## src/rtl/dmem_arbiter_if.sv

```systemverilog
// Signal bundle joining the IFU/LSU requesters and the data-memory port to dmem_arbiter.
// The slave view belongs to the arbiter; the master view belongs to requesters and memory.
interface dmem_arbiter_if;
    logic        ifu_req;
    logic [63:0] ifu_addr;
    logic        ifu_gnt;
    logic        ifu_rvalid;
    logic [63:0] ifu_rdata;

    logic        lsu_req;
    logic        lsu_we;
    logic [63:0] lsu_addr;
    logic [63:0] lsu_wdata;
    logic [7:0]  lsu_len;
    logic        lsu_gnt;
    logic        lsu_rvalid;
    logic [63:0] lsu_rdata;
    logic        lsu_err;

    logic        mem_rd_en;
    logic [63:0] mem_rd_addr;
    logic [63:0] mem_rd_data;
    logic        mem_wr_en;
    logic [63:0] mem_wr_addr;
    logic [63:0] mem_wr_data;
    logic [7:0]  mem_wr_len;

    modport slave (
        input  ifu_req, ifu_addr,
        input  lsu_req, lsu_we, lsu_addr, lsu_wdata, lsu_len,
        input  mem_rd_data,
        output ifu_gnt, ifu_rvalid, ifu_rdata,
        output lsu_gnt, lsu_rvalid, lsu_rdata, lsu_err,
        output mem_rd_en, mem_rd_addr, mem_wr_en, mem_wr_addr, mem_wr_data, mem_wr_len
    );

    modport master (
        output ifu_req, ifu_addr,
        output lsu_req, lsu_we, lsu_addr, lsu_wdata, lsu_len,
        output mem_rd_data,
        input  ifu_gnt, ifu_rvalid, ifu_rdata,
        input  lsu_gnt, lsu_rvalid, lsu_rdata, lsu_err,
        input  mem_rd_en, mem_rd_addr, mem_wr_en, mem_wr_addr, mem_wr_data, mem_wr_len
    );
endinterface

```

## src/rtl/dmem_arbiter.sv

```systemverilog
// Shares one data-memory port between the IFU (reads) and the LSU (reads/writes).
// LSU has priority; the IFU is forced through after STARVE_MAX consecutive LSU wins.
module dmem_arbiter #(
    parameter int RD_LAT     = 1,
    parameter int STARVE_MAX = 4
) (
    input  logic          clk,
    input  logic          rst,
    dmem_arbiter_if.slave bus,
    output logic          busy
);
    typedef enum logic [1:0] {IDLE, ISSUE, WAIT, RESP} state_t;

    state_t      r_state;
    state_t      w_state_nxt;
    logic [3:0]  r_starve;
    logic [2:0]  r_wcnt;
    logic        r_owner_lsu;
    logic        r_we;
    logic        w_starve_hit;
    logic        w_lsu_win;
    logic        w_ifu_win;
    logic        w_len_ok;

    logic        r_mem_rd_en;
    logic [63:0] r_mem_rd_addr;
    logic        r_mem_wr_en;
    logic [63:0] r_mem_wr_addr;
    logic [63:0] r_mem_wr_data;
    logic [7:0]  r_mem_wr_len;
    logic        r_lsu_err;
    logic        r_ifu_rvalid;
    logic        r_lsu_rvalid;
    logic [63:0] r_ifu_rdata;
    logic [63:0] r_lsu_rdata;

    assign w_len_ok = bus.lsu_len inside {8'd1, 8'd2, 8'd4, 8'd8};

    // Grants are combinational from IDLE and suppressed while reset is asserted
    always_comb begin
        w_state_nxt  = r_state;
        w_starve_hit = bus.ifu_req && (r_starve == 4'(STARVE_MAX));
        w_lsu_win    = 1'b0;
        w_ifu_win    = 1'b0;
        case (r_state)
            IDLE: begin
                if (rst) begin
                    w_lsu_win = bus.lsu_req && !w_starve_hit;
                    w_ifu_win = bus.ifu_req && !w_lsu_win;
                end
                if (w_lsu_win || w_ifu_win) w_state_nxt = ISSUE;
            end
            ISSUE: begin
                if (r_we)            w_state_nxt = IDLE;
                else if (RD_LAT > 1) w_state_nxt = WAIT;
                else                 w_state_nxt = RESP;
            end
            WAIT:    if (r_wcnt == 3'd1) w_state_nxt = RESP;
            RESP:    w_state_nxt = IDLE;
            default: w_state_nxt = IDLE;
        endcase
    end

    always_ff @(posedge clk) begin
        if (!rst) r_state <= IDLE;
        else      r_state <= w_state_nxt;
    end

    // Memory-side strobes are loaded at the grant edge so they appear in the ISSUE cycle
    always_ff @(posedge clk) begin
        if (!rst) begin
            r_starve      <= '0;
            r_wcnt        <= '0;
            r_owner_lsu   <= 1'b0;
            r_we          <= 1'b0;
            r_mem_rd_en   <= 1'b0;
            r_mem_rd_addr <= '0;
            r_mem_wr_en   <= 1'b0;
            r_mem_wr_addr <= '0;
            r_mem_wr_data <= '0;
            r_mem_wr_len  <= '0;
            r_lsu_err     <= 1'b0;
            r_ifu_rvalid  <= 1'b0;
            r_lsu_rvalid  <= 1'b0;
            r_ifu_rdata   <= '0;
            r_lsu_rdata   <= '0;
        end else begin
            r_mem_wr_en  <= 1'b0;
            r_lsu_err    <= 1'b0;
            r_ifu_rvalid <= 1'b0;
            r_lsu_rvalid <= 1'b0;
            case (r_state)
                IDLE: begin
                    if (!bus.ifu_req || w_ifu_win)
                        r_starve <= '0;
                    else if (w_lsu_win && r_starve != 4'(STARVE_MAX))
                        r_starve <= r_starve + 4'd1;
                    if (w_lsu_win) begin
                        r_owner_lsu <= 1'b1;
                        r_we        <= bus.lsu_we;
                        if (!bus.lsu_we) begin
                            r_mem_rd_en   <= 1'b1;
                            r_mem_rd_addr <= bus.lsu_addr;
                        end else if (w_len_ok) begin
                            r_mem_wr_en   <= 1'b1;
                            r_mem_wr_addr <= bus.lsu_addr;
                            r_mem_wr_data <= bus.lsu_wdata;
                            r_mem_wr_len  <= bus.lsu_len;
                        end else begin
                            r_lsu_err <= 1'b1;
                        end
                    end else if (w_ifu_win) begin
                        r_owner_lsu   <= 1'b0;
                        r_we          <= 1'b0;
                        r_mem_rd_en   <= 1'b1;
                        r_mem_rd_addr <= bus.ifu_addr;
                    end
                end
                ISSUE: begin
                    r_wcnt <= 3'(RD_LAT - 1);
                    if (RD_LAT == 1) r_mem_rd_en <= 1'b0;
                end
                WAIT: begin
                    r_wcnt <= r_wcnt - 3'd1;
                    if (r_wcnt == 3'd1) r_mem_rd_en <= 1'b0;
                end
                RESP: begin
                    if (r_owner_lsu) begin
                        r_lsu_rdata  <= bus.mem_rd_data;
                        r_lsu_rvalid <= 1'b1;
                    end else begin
                        r_ifu_rdata  <= bus.mem_rd_data;
                        r_ifu_rvalid <= 1'b1;
                    end
                end
                default: ;
            endcase
        end
    end

    assign bus.ifu_gnt     = w_ifu_win;
    assign bus.lsu_gnt     = w_lsu_win;
    assign bus.ifu_rvalid  = r_ifu_rvalid;
    assign bus.ifu_rdata   = r_ifu_rdata;
    assign bus.lsu_rvalid  = r_lsu_rvalid;
    assign bus.lsu_rdata   = r_lsu_rdata;
    assign bus.lsu_err     = r_lsu_err;
    assign bus.mem_rd_en   = r_mem_rd_en;
    assign bus.mem_rd_addr = r_mem_rd_addr;
    assign bus.mem_wr_en   = r_mem_wr_en;
    assign bus.mem_wr_addr = r_mem_wr_addr;
    assign bus.mem_wr_data = r_mem_wr_data;
    assign bus.mem_wr_len  = r_mem_wr_len;
    assign busy            = (r_state != IDLE);
endmodule

```

## src/flat_wrapper.sv

```systemverilog
// flat-port wrapper written by rule: the top's interface ports become plain ports
module dmem_arbiter_flat 
#(
    parameter int RD_LAT     = 1,
    parameter int STARVE_MAX = 4
)
  (clk, rst, busy, bus_ifu_req, bus_ifu_addr, bus_lsu_req, bus_lsu_we, bus_lsu_addr, bus_lsu_wdata, bus_lsu_len, bus_mem_rd_data, bus_ifu_gnt, bus_ifu_rvalid, bus_ifu_rdata, bus_lsu_gnt, bus_lsu_rvalid, bus_lsu_rdata, bus_lsu_err, bus_mem_rd_en, bus_mem_rd_addr, bus_mem_wr_en, bus_mem_wr_addr, bus_mem_wr_data, bus_mem_wr_len);
  dmem_arbiter_if bus_i ();
  input  logic clk;
  input  logic rst;
  output logic busy;
  input wire logic [$bits(bus_i.ifu_req)-1:0] bus_ifu_req;
  input wire logic [$bits(bus_i.ifu_addr)-1:0] bus_ifu_addr;
  input wire logic [$bits(bus_i.lsu_req)-1:0] bus_lsu_req;
  input wire logic [$bits(bus_i.lsu_we)-1:0] bus_lsu_we;
  input wire logic [$bits(bus_i.lsu_addr)-1:0] bus_lsu_addr;
  input wire logic [$bits(bus_i.lsu_wdata)-1:0] bus_lsu_wdata;
  input wire logic [$bits(bus_i.lsu_len)-1:0] bus_lsu_len;
  input wire logic [$bits(bus_i.mem_rd_data)-1:0] bus_mem_rd_data;
  output wire logic [$bits(bus_i.ifu_gnt)-1:0] bus_ifu_gnt;
  output wire logic [$bits(bus_i.ifu_rvalid)-1:0] bus_ifu_rvalid;
  output wire logic [$bits(bus_i.ifu_rdata)-1:0] bus_ifu_rdata;
  output wire logic [$bits(bus_i.lsu_gnt)-1:0] bus_lsu_gnt;
  output wire logic [$bits(bus_i.lsu_rvalid)-1:0] bus_lsu_rvalid;
  output wire logic [$bits(bus_i.lsu_rdata)-1:0] bus_lsu_rdata;
  output wire logic [$bits(bus_i.lsu_err)-1:0] bus_lsu_err;
  output wire logic [$bits(bus_i.mem_rd_en)-1:0] bus_mem_rd_en;
  output wire logic [$bits(bus_i.mem_rd_addr)-1:0] bus_mem_rd_addr;
  output wire logic [$bits(bus_i.mem_wr_en)-1:0] bus_mem_wr_en;
  output wire logic [$bits(bus_i.mem_wr_addr)-1:0] bus_mem_wr_addr;
  output wire logic [$bits(bus_i.mem_wr_data)-1:0] bus_mem_wr_data;
  output wire logic [$bits(bus_i.mem_wr_len)-1:0] bus_mem_wr_len;
  assign bus_i.ifu_req = bus_ifu_req;
  assign bus_i.ifu_addr = bus_ifu_addr;
  assign bus_i.lsu_req = bus_lsu_req;
  assign bus_i.lsu_we = bus_lsu_we;
  assign bus_i.lsu_addr = bus_lsu_addr;
  assign bus_i.lsu_wdata = bus_lsu_wdata;
  assign bus_i.lsu_len = bus_lsu_len;
  assign bus_i.mem_rd_data = bus_mem_rd_data;
  assign bus_ifu_gnt = bus_i.ifu_gnt;
  assign bus_ifu_rvalid = bus_i.ifu_rvalid;
  assign bus_ifu_rdata = bus_i.ifu_rdata;
  assign bus_lsu_gnt = bus_i.lsu_gnt;
  assign bus_lsu_rvalid = bus_i.lsu_rvalid;
  assign bus_lsu_rdata = bus_i.lsu_rdata;
  assign bus_lsu_err = bus_i.lsu_err;
  assign bus_mem_rd_en = bus_i.mem_rd_en;
  assign bus_mem_rd_addr = bus_i.mem_rd_addr;
  assign bus_mem_wr_en = bus_i.mem_wr_en;
  assign bus_mem_wr_addr = bus_i.mem_wr_addr;
  assign bus_mem_wr_data = bus_i.mem_wr_data;
  assign bus_mem_wr_len = bus_i.mem_wr_len;
  dmem_arbiter #(.RD_LAT(RD_LAT), .STARVE_MAX(STARVE_MAX)) u_core (.clk(clk), .rst(rst), .bus(bus_i), .busy(busy));
endmodule
```

## config.mk

```make
export PLATFORM = sky130hd
export DESIGN_NAME = dmem_arbiter_flat
export DESIGN_NICKNAME = d
export VERILOG_FILES = /design/src/rtl/dmem_arbiter_if.sv /design/src/rtl/dmem_arbiter.sv /design/src/flat_wrapper.sv
export SDC_FILE = /design/constraint.sdc
export NUM_CORES = 1
export LEC_CHECK = 0
export BUFFER_PORTS_ARGS = -buffer_cell sky130_fd_sc_hd__buf_2
export CORE_AREA = 2 2 233 235
export DETAILED_ROUTE_END_ITERATION = 8
export DIE_AREA = 0 0 235 237
export HOLD_SLACK_MARGIN = 0.03
export SKIP_LAST_GASP = 1
export SYNTH_ARGS = -nofsm -noshare
export SYNTH_HDL_FRONTEND = slang
export SYNTH_SLANG_ARGS = --single-unit
```

## constraint.sdc

```tcl
create_clock -name clk -period 2.3 [get_ports clk]
set_input_delay 0.46 -clock clk [delete_from_list [all_inputs] [get_ports clk]]
set_output_delay 0.46 -clock clk [all_outputs]
set_load 0.005 [all_outputs]
```

==> results of run 1 <==
-- layout make-up --
cell class	count	share of cell area, %
clock inverters	14	0.750
diodes	2	0.0265
multi-input cells	1121	32.7
well taps	696	4.62
inverters	11	0.312
flip-flops and latches	344	36.6
clock buffers	58	6.26
repair buffers	647	18.8
-- cells in the final DEF (no fill, tap or decap), types with 3 or more instances in the layout --
master and n:
buf_12 14, clkbuf_16 41, clkbuf_1 8, clkbuf_8 10
buf_2 602, nand3_1 6, dfxtp_1 342, a311oi_2 30
nor3b_2 4, nand3b_1 3, clkinv_2 6, a21oi_1 198
mux2i_1 133, a31oi_1 4, inv_1 7, ha_1 8
buf_4 29, nor2_1 7, a311oi_1 33, o21ai_0 5
nand2_1 653, clkinv_4 4
-- sequential cells by signal (all words and copies together) (netlist names), 2 cells and up --
signal and count:
u_core.r_starve 4, u_core.bus.mem_wr_addr 64, u_core.bus.mem_wr_len 8, u_core.bus.ifu_rdata 64, u_core.bus.mem_rd_addr 64, u_core.r_wcnt 3, u_core.r_state 2, u_core.bus.mem_wr_data 64
u_core.bus.lsu_rdata 64
-- layer usage --
layer	vias up	share of wire [%]	GRT usage [%]
met4	4	4.2	7.19
met1	6219	40	19.1
met5	-	0.043	0
li1	6453	-	-
met3	107	8.2	5.22
met2	508	48	27.9
-- through the flow --
stage | setup slack, ns | hold WS (ns) | TNS, ns
floorplan | 0.460 | 0.451 | 0
global placement | 0.145 | 0.438 | 0
detailed placement | 0.129 | 0.443 | 0
CTS | -0.00117 | 0.110 | -0.00117
global route | 0.00929 | 0.126 | 0
finish | 0.130 | 0.151 | 0
-- worst reg2reg max path, cell delays in order, from the launching register on --
cell	delay [ns]
dfxtp_1	0.34
inv_1	0.12
ha_4	0.16
nand4b_4	0.17
o21ai_4	0.13
buf_4	0.23
and2_2	0.25
buf_12	0.24
a311oi_1	0.21
-- what timing repair did --
| item | 4_1_cts | 5_1_grt |
|---|---|---|
| resized for setup | 11 | 5 |
| setup buffers | 1 | 2 |
| endpoints found under the setup margin | 3 | 2 |
| pin swaps | 2 | 3 |
-- cells by family after synthesis --
| kind of cell | count (synthesis) | synth area share (%) |
|---|---|---|
| fa+ha+maj | 10 | 0.901 |
| xor+xnor | 2 | 0.126 |
| simple gates | 697 | 20.0 |
| flops | 344 | 49.6 |
| buf+inv | 143 | 6.45 |
| compound gates | 279 | 13.3 |
| mux | 133 | 9.59 |
-- worst paths after layout --
path	startpoint	end	slack, ns	cells after the start
max	u_core.r_starve[0]	bus_lsu_gnt	0.13	6
min	bus_lsu_wdata[52]	u_core.bus.mem_wr_data[52]	0.15	3
max reg2reg	u_core.r_starve[0]	u_core.bus.mem_rd_addr[1]	0.30	8
min reg2reg	u_core.bus.lsu_rdata[38]	u_core.bus.lsu_rdata[38]	0.45	2
-- power by group through the flow --
stage | clock, mW | sequential [mW] | combinational [mW]
2_1_floorplan | 0 | 6.40 | 0.932
3_3_place_gp | 0 | 6.39 | 1.72
3_5_place_dp | 0 | 6.40 | 1.75
4_1_cts | 6.61 | 6.27 | 1.77
5_1_grt | 6.82 | 6.30 | 1.94
6_report | 6.40 | 6.28 | 1.77
==> flow_summary.toml, run 1 <==
[setup_path]
startpoint_type = "flip-flop"
crit_path_end_kind = "primary output"
critical_path.cell_chain = "inv_1, ha_4, nand4b_4, nand2_4, clkinv_4, buf_2"
critical_path_buffer_and_inverter_count = 3
cpLargestDelayFamily = "buffers and inverters"
critical_path.max_stage_delay_ns = 0.34
required_ns = 1.84
criticalPathCategory = "flip-flop to primary output"
cp_data_arrival_time_ns = 1.71
critical_path.slowest_cell = "dfxtp_1"
cp_max_fo = 5

[logic_synthesis]
synthesis.yosys.warnings = 0
synth-edff-count = 0
synthesis.instances = 1608
synth.ff_latch_count = 344
synth-main-ff-cell = "dfxtp_1"
avgSynthCellArea_um2 = 8.63
synth_cell_types = 42
synth_top_area_share_pct = 49.6
netlist.top_cell.by_area = "dfxtp_1"
synth_most_common_cell = "nand2_1"
mappedNetlistNets = 1887
yosysSeqAreaShare_pct = 49.6
post_synth_main_area_contributors = "dfxtp_1 (50%), nand2_1 (18%), mux2i_1 (9.6%)"
mappedNetlistArea_um2 = 13900
ys_top_cells_by_count = "nand2_1 (654), dfxtp_1 (344), a21oi_1 (199)"
synth_async_sr_flop_share_pct = 0

[place]
finalWeightedCongestion = 0.889
dpl.cell_count = 2816
placed_cell_area_um2 = 17400
port-buffer-count = 604
dp_hpwl_um = 35200

[layout]
finalNonFillerCells = 2893
finish.net_count = 2444
num-fill-cells = 5560
layout.core_utilization_pct = 35.4
syn_to_final_growth_pct = 35.8
seq_area_um2 = 6890
drive_above_1_share_pct = 35.0
final_cell_area_um2 = 18900
multi_input_comb_area_um2 = 6170

[power]
power.leakage_nw = 8.17
power_frac_comb_pct = 12.3
power_density_nw_per_um2 = 766
final_power_mw = 14.4
internal-power_mw = 10.7
irDropWorstVdd_mv = 0.411
power.clock.fraction_pct = 44.3
p_switching_mw = 3.78
seqPwrFrac_pct = 43.5
switching_share_pct = 26.2

[global_routing]
grt_pass1_wl_um = 73500
grt_overflow_total = 0
antenna_found_initial = 7
grt.total_usage_pct = 16.5
grt_start_max_net_pins = 195
via_count_of_the_first_global_routing_pass = 13200

[sta]
worstMarginPinSlew_ns = 0.958
grt_setup_unrepaired = "no"
final_worst_path_cycle_share_pct = 94.4
report.final.hold_viol_count = 0
slew_violations = 0
clock.fmax_ghz = 0.461
timing.clock.skew_ns = 0.0137
post-route-min-period_ns = 2.17
setup_viol = 0
timing.slew.headroom_pct = 36.2

[flow_run]
cap_viol_max_count = 0

[die]
ioPinCount = 605
fp.dieH_um = 237
die_w_um = 235
std_cell_rows = 85
design.die.area_um2 = 55700
floorplan.initialDensity_pct = 26.1
core_area_um2 = 53300

[min_path]
hold_path_class = "input port to flip-flop"

[routing]
routed_via_density = 4.59
postRouteWirelength_um = 48400
drt_first_iter_violations = 602
post_drt_wl_per_cell_um = 16.7
drtPass1Iterations = 5
num_vias = 13300
drcViolationCount = 0
drt.antenna.violating_nets = 0

[clock_tree]
cts_max_path_buffers = 3
clockRootBuffer = "clkbuf_16"
maximum_level_of_the_cts_h_tree = 2
cts_tree = "built"
worst_skew_pair_latency_ns = 0.55
cts_hold_buf = 0
tritoncts_buffers = 40
cts.sink_count = 344
clk_transition_reported_paths_ns = 0.07

[outcome]
run_status = "completed"
Note: power is estimated with default switching activity, not from simulation.
==> run 2, diff against run 1 <==
--- a/config.mk
+++ b/config.mk
@@ -5,10 +5,11 @@
 export SDC_FILE = /design/constraint.sdc
 export NUM_CORES = 1
 export LEC_CHECK = 0
+export ABC_AREA = 1
 export BUFFER_PORTS_ARGS = -buffer_cell sky130_fd_sc_hd__buf_2
-export CORE_AREA = 2 2 233 235
+export CORE_AREA = 2 2 238 240
 export DETAILED_ROUTE_END_ITERATION = 8
-export DIE_AREA = 0 0 235 237
+export DIE_AREA = 0 0 240 242
 export HOLD_SLACK_MARGIN = 0.03
 export SKIP_LAST_GASP = 1
 export SYNTH_ARGS = -nofsm -noshare
==> run 2 against run 1 <==
Net effect: global-route usage decreased by 0.73 points; largest power group unchanged; sequential power increased by 7.6%; sequential cell count unchanged; clock-buffer cell count unchanged; largest cell class unchanged.
==> flow_summary.toml, run 2 <==
[die]
std_cell_rows = 87
ioPinCount = 605
floorplan.initialDensity_pct = 23.2
die_w_um = 240
design.die.area_um2 = 58100
core_area_um2 = 55700
fp.dieH_um = 242

[sta]
timing.clock.skew_ns = 0.0129
worst_slack_ns = 0.125
timing.slew.headroom_pct = 33.8
slew_violations = 0
post-route-min-period_ns = 2.17
report.final.hold_viol_count = 0
final_worst_path_cycle_share_pct = 94.5
setup_viol = 0
clock.fmax_ghz = 0.460
worst_hold_margin_ns = 0.148
worstMarginPinSlew_ns = 0.993

[place]
post-place-ws_ns = 0.0583
port-buffer-count = 604
finalWeightedCongestion = 0.859
dp_hpwl_um = 34300

[layout]
layout_commonest_cell = "buf_2"
drive_above_1_share_pct = 32.1
seq_area_um2 = 6890
num-fill-cells = 6128
layout.core_utilization_pct = 33.3
most_frequent_cells_in_the_layout = "buf_2 (602), nor2_1 (540), dfxtp_1 (342), nand2_1 (334), o21ai_0 (228)"
finish.net_count = 2618
multi_input_comb_area_um2 = 5400
syn_to_final_growth_pct = 43.9

[clock_tree]
maximum_level_of_the_cts_h_tree = 2
clockRootBuffer = "clkbuf_16"
cts_max_path_buffers = 3
clk_transition_reported_paths_ns = 0.06
cts.sink_count = 344
tritoncts_buffers = 41
cts_hold_buf = 0
worst_skew_pair_latency_ns = 0.54
cts_tree = "built"

[logic_synthesis]
synthesis.yosys.warnings = 0
synth_async_sr_flop_share_pct = 0
synthesis.instances = 1748
synth_top_area_share_pct = 53.3
ys_top_cells_by_count = "nor2_1 (541), dfxtp_1 (344), nand2_1 (336)"
netlist.top_cell.by_area = "dfxtp_1"
synth.ff_latch_count = 344
yosysSeqAreaShare_pct = 53.3
synth-main-ff-cell = "dfxtp_1"
avgSynthCellArea_um2 = 7.39
synth_most_common_cell = "nor2_1"
mappedNetlistNets = 2027
synth_cell_types = 30
synth-edff-count = 0
post_synth_main_area_contributors = "dfxtp_1 (53%), nor2_1 (16%), nand2_1 (9.8%)"
mappedNetlistArea_um2 = 12900

[setup_path]
cp-startpoint = "u_core.r_state[0]"
crit_path_end_kind = "primary output"
cp_max_fo = 5
reg2reg_from = "u_core.r_starve[0]"
cp_data_arrival_time_ns = 1.71
ff2ff_setup_slack_ns = 0.13
startpoint_type = "flip-flop"
required_ns = 1.84
critical_path.reg2reg.endpoint = "u_core.r_starve[3]"
reg2reg_depth = 15
criticalPathCategory = "flip-flop to primary output"

[min_path]
hp-start = "bus_mem_rd_data[24]"
hold_end = "u_core.bus.ifu_rdata[24]"
hold_path_class = "input port to flip-flop"
hold-path-cell-count = 3

[flow_run]
cap_viol_max_count = 0

[power]
power.leakage_nw = 9.00
power_density_nw_per_um2 = 910
irDropWorstVdd_mv = 0.526

[routing]
postRouteWirelength_um = 49100
drcViolationCount = 0
post_drt_wl_per_cell_um = 15.7
num_vias = 13300
drt.antenna.violating_nets = 0
drtPass1Iterations = 5
routed_via_density = 4.24
drt_first_iter_violations = 688

[global_routing]
via_count_of_the_first_global_routing_pass = 12300
grt.total_usage_pct = 15.8
grt_start_max_net_pins = 140
antenna_found_initial = 5
grt_overflow_total = 0
grt_pass1_wl_um = 71800

[outcome]
run_status = "completed"
run 2: cell count changes in the layout (fill, tap and decap cells not counted), sizes merged, moves of 18 or more:
cell    before  now
a311oi      63    0
o21ai        6  269
nor2         9  545
a21oi      199   74
inv         12   30
mux2i      133    0
nand2      655  339
buf        646  666
run 2: stage by stage:
step	total power, mW	setup TNS (ns)	instance area [um2]	instances
floorplan	8.40	0	12900	1748
global route	17.8	-0.00580	18600	3130
CTS	17.1	-0.0603	18500	3125
global placement	9.91	0	16900	3036
finish	16.9	0	18600	3130
detailed placement	9.91	0	16900	3036
run 2: worst max path at each step:
stage                                             to  slack (ns)
after floorplan           u_core.bus.mem_wr_data[27]        0.60
after global placement    u_core.bus.mem_rd_addr[11]        0.08
after detailed placement  u_core.bus.mem_rd_addr[10]        0.06
after CTS                                bus_lsu_gnt       -0.06
after global routing                     bus_lsu_gnt      -0.006
final                                    bus_lsu_gnt        0.13
run 2: where the power goes:
group          total, mW  switching [mW]  internal (mW)
Clock               6.92            2.64           4.29
Combinational       3.23            1.87           1.36
Sequential          6.76           0.275           6.49
run 2: critical path: stages (launching register included):
cell	delay, ns
dfxtp_1	0.31
inv_1	0.10
ha_2	0.26
inv_1	0.12
nor2_4	0.16
buf_12	0.13
buf_2	0.10
run 2: routing by layer:
metal  wire [um]  vias up  global-route usage (%)
met2       23200      468                    26.3
li1            -     6731                       -
met5          28        -                       0
met3        3750       67                    4.26
met1       21200     6001                    19.8
met4         983        4                    4.51
run 2: final cells by class:
class | instances | share of cell area [%]
clock inverter | 17 | 1.26
tap | 756 | 5.09
inverter | 26 | 0.539
sequential | 344 | 37.1
antenna | 3 | 0.0404
timing repair buffer | 668 | 20.3
clock buffer | 58 | 6.58
multi-input combinational | 1258 | 29.1
run 2: logic make-up after synthesis:
logic type	count (synthesis)	share of synthesized area (%)
adders and majority gates	10	0.969
xor gates and xnor gates	3	0.204
AOI/OAI and AO/OA	346	13.5
DFF	344	53.3
and+or+nand+nor	898	26.8
buffers and inverters	147	5.16
run 2: what timing repair did:
item | 4_1_cts | 5_1_grt
setup buffers | 12 | 1
pin swaps | 1 | 5
gates cloned | 2 | 1
resized for setup | 3 | 8
setup endpoints to repair | 2 | 60
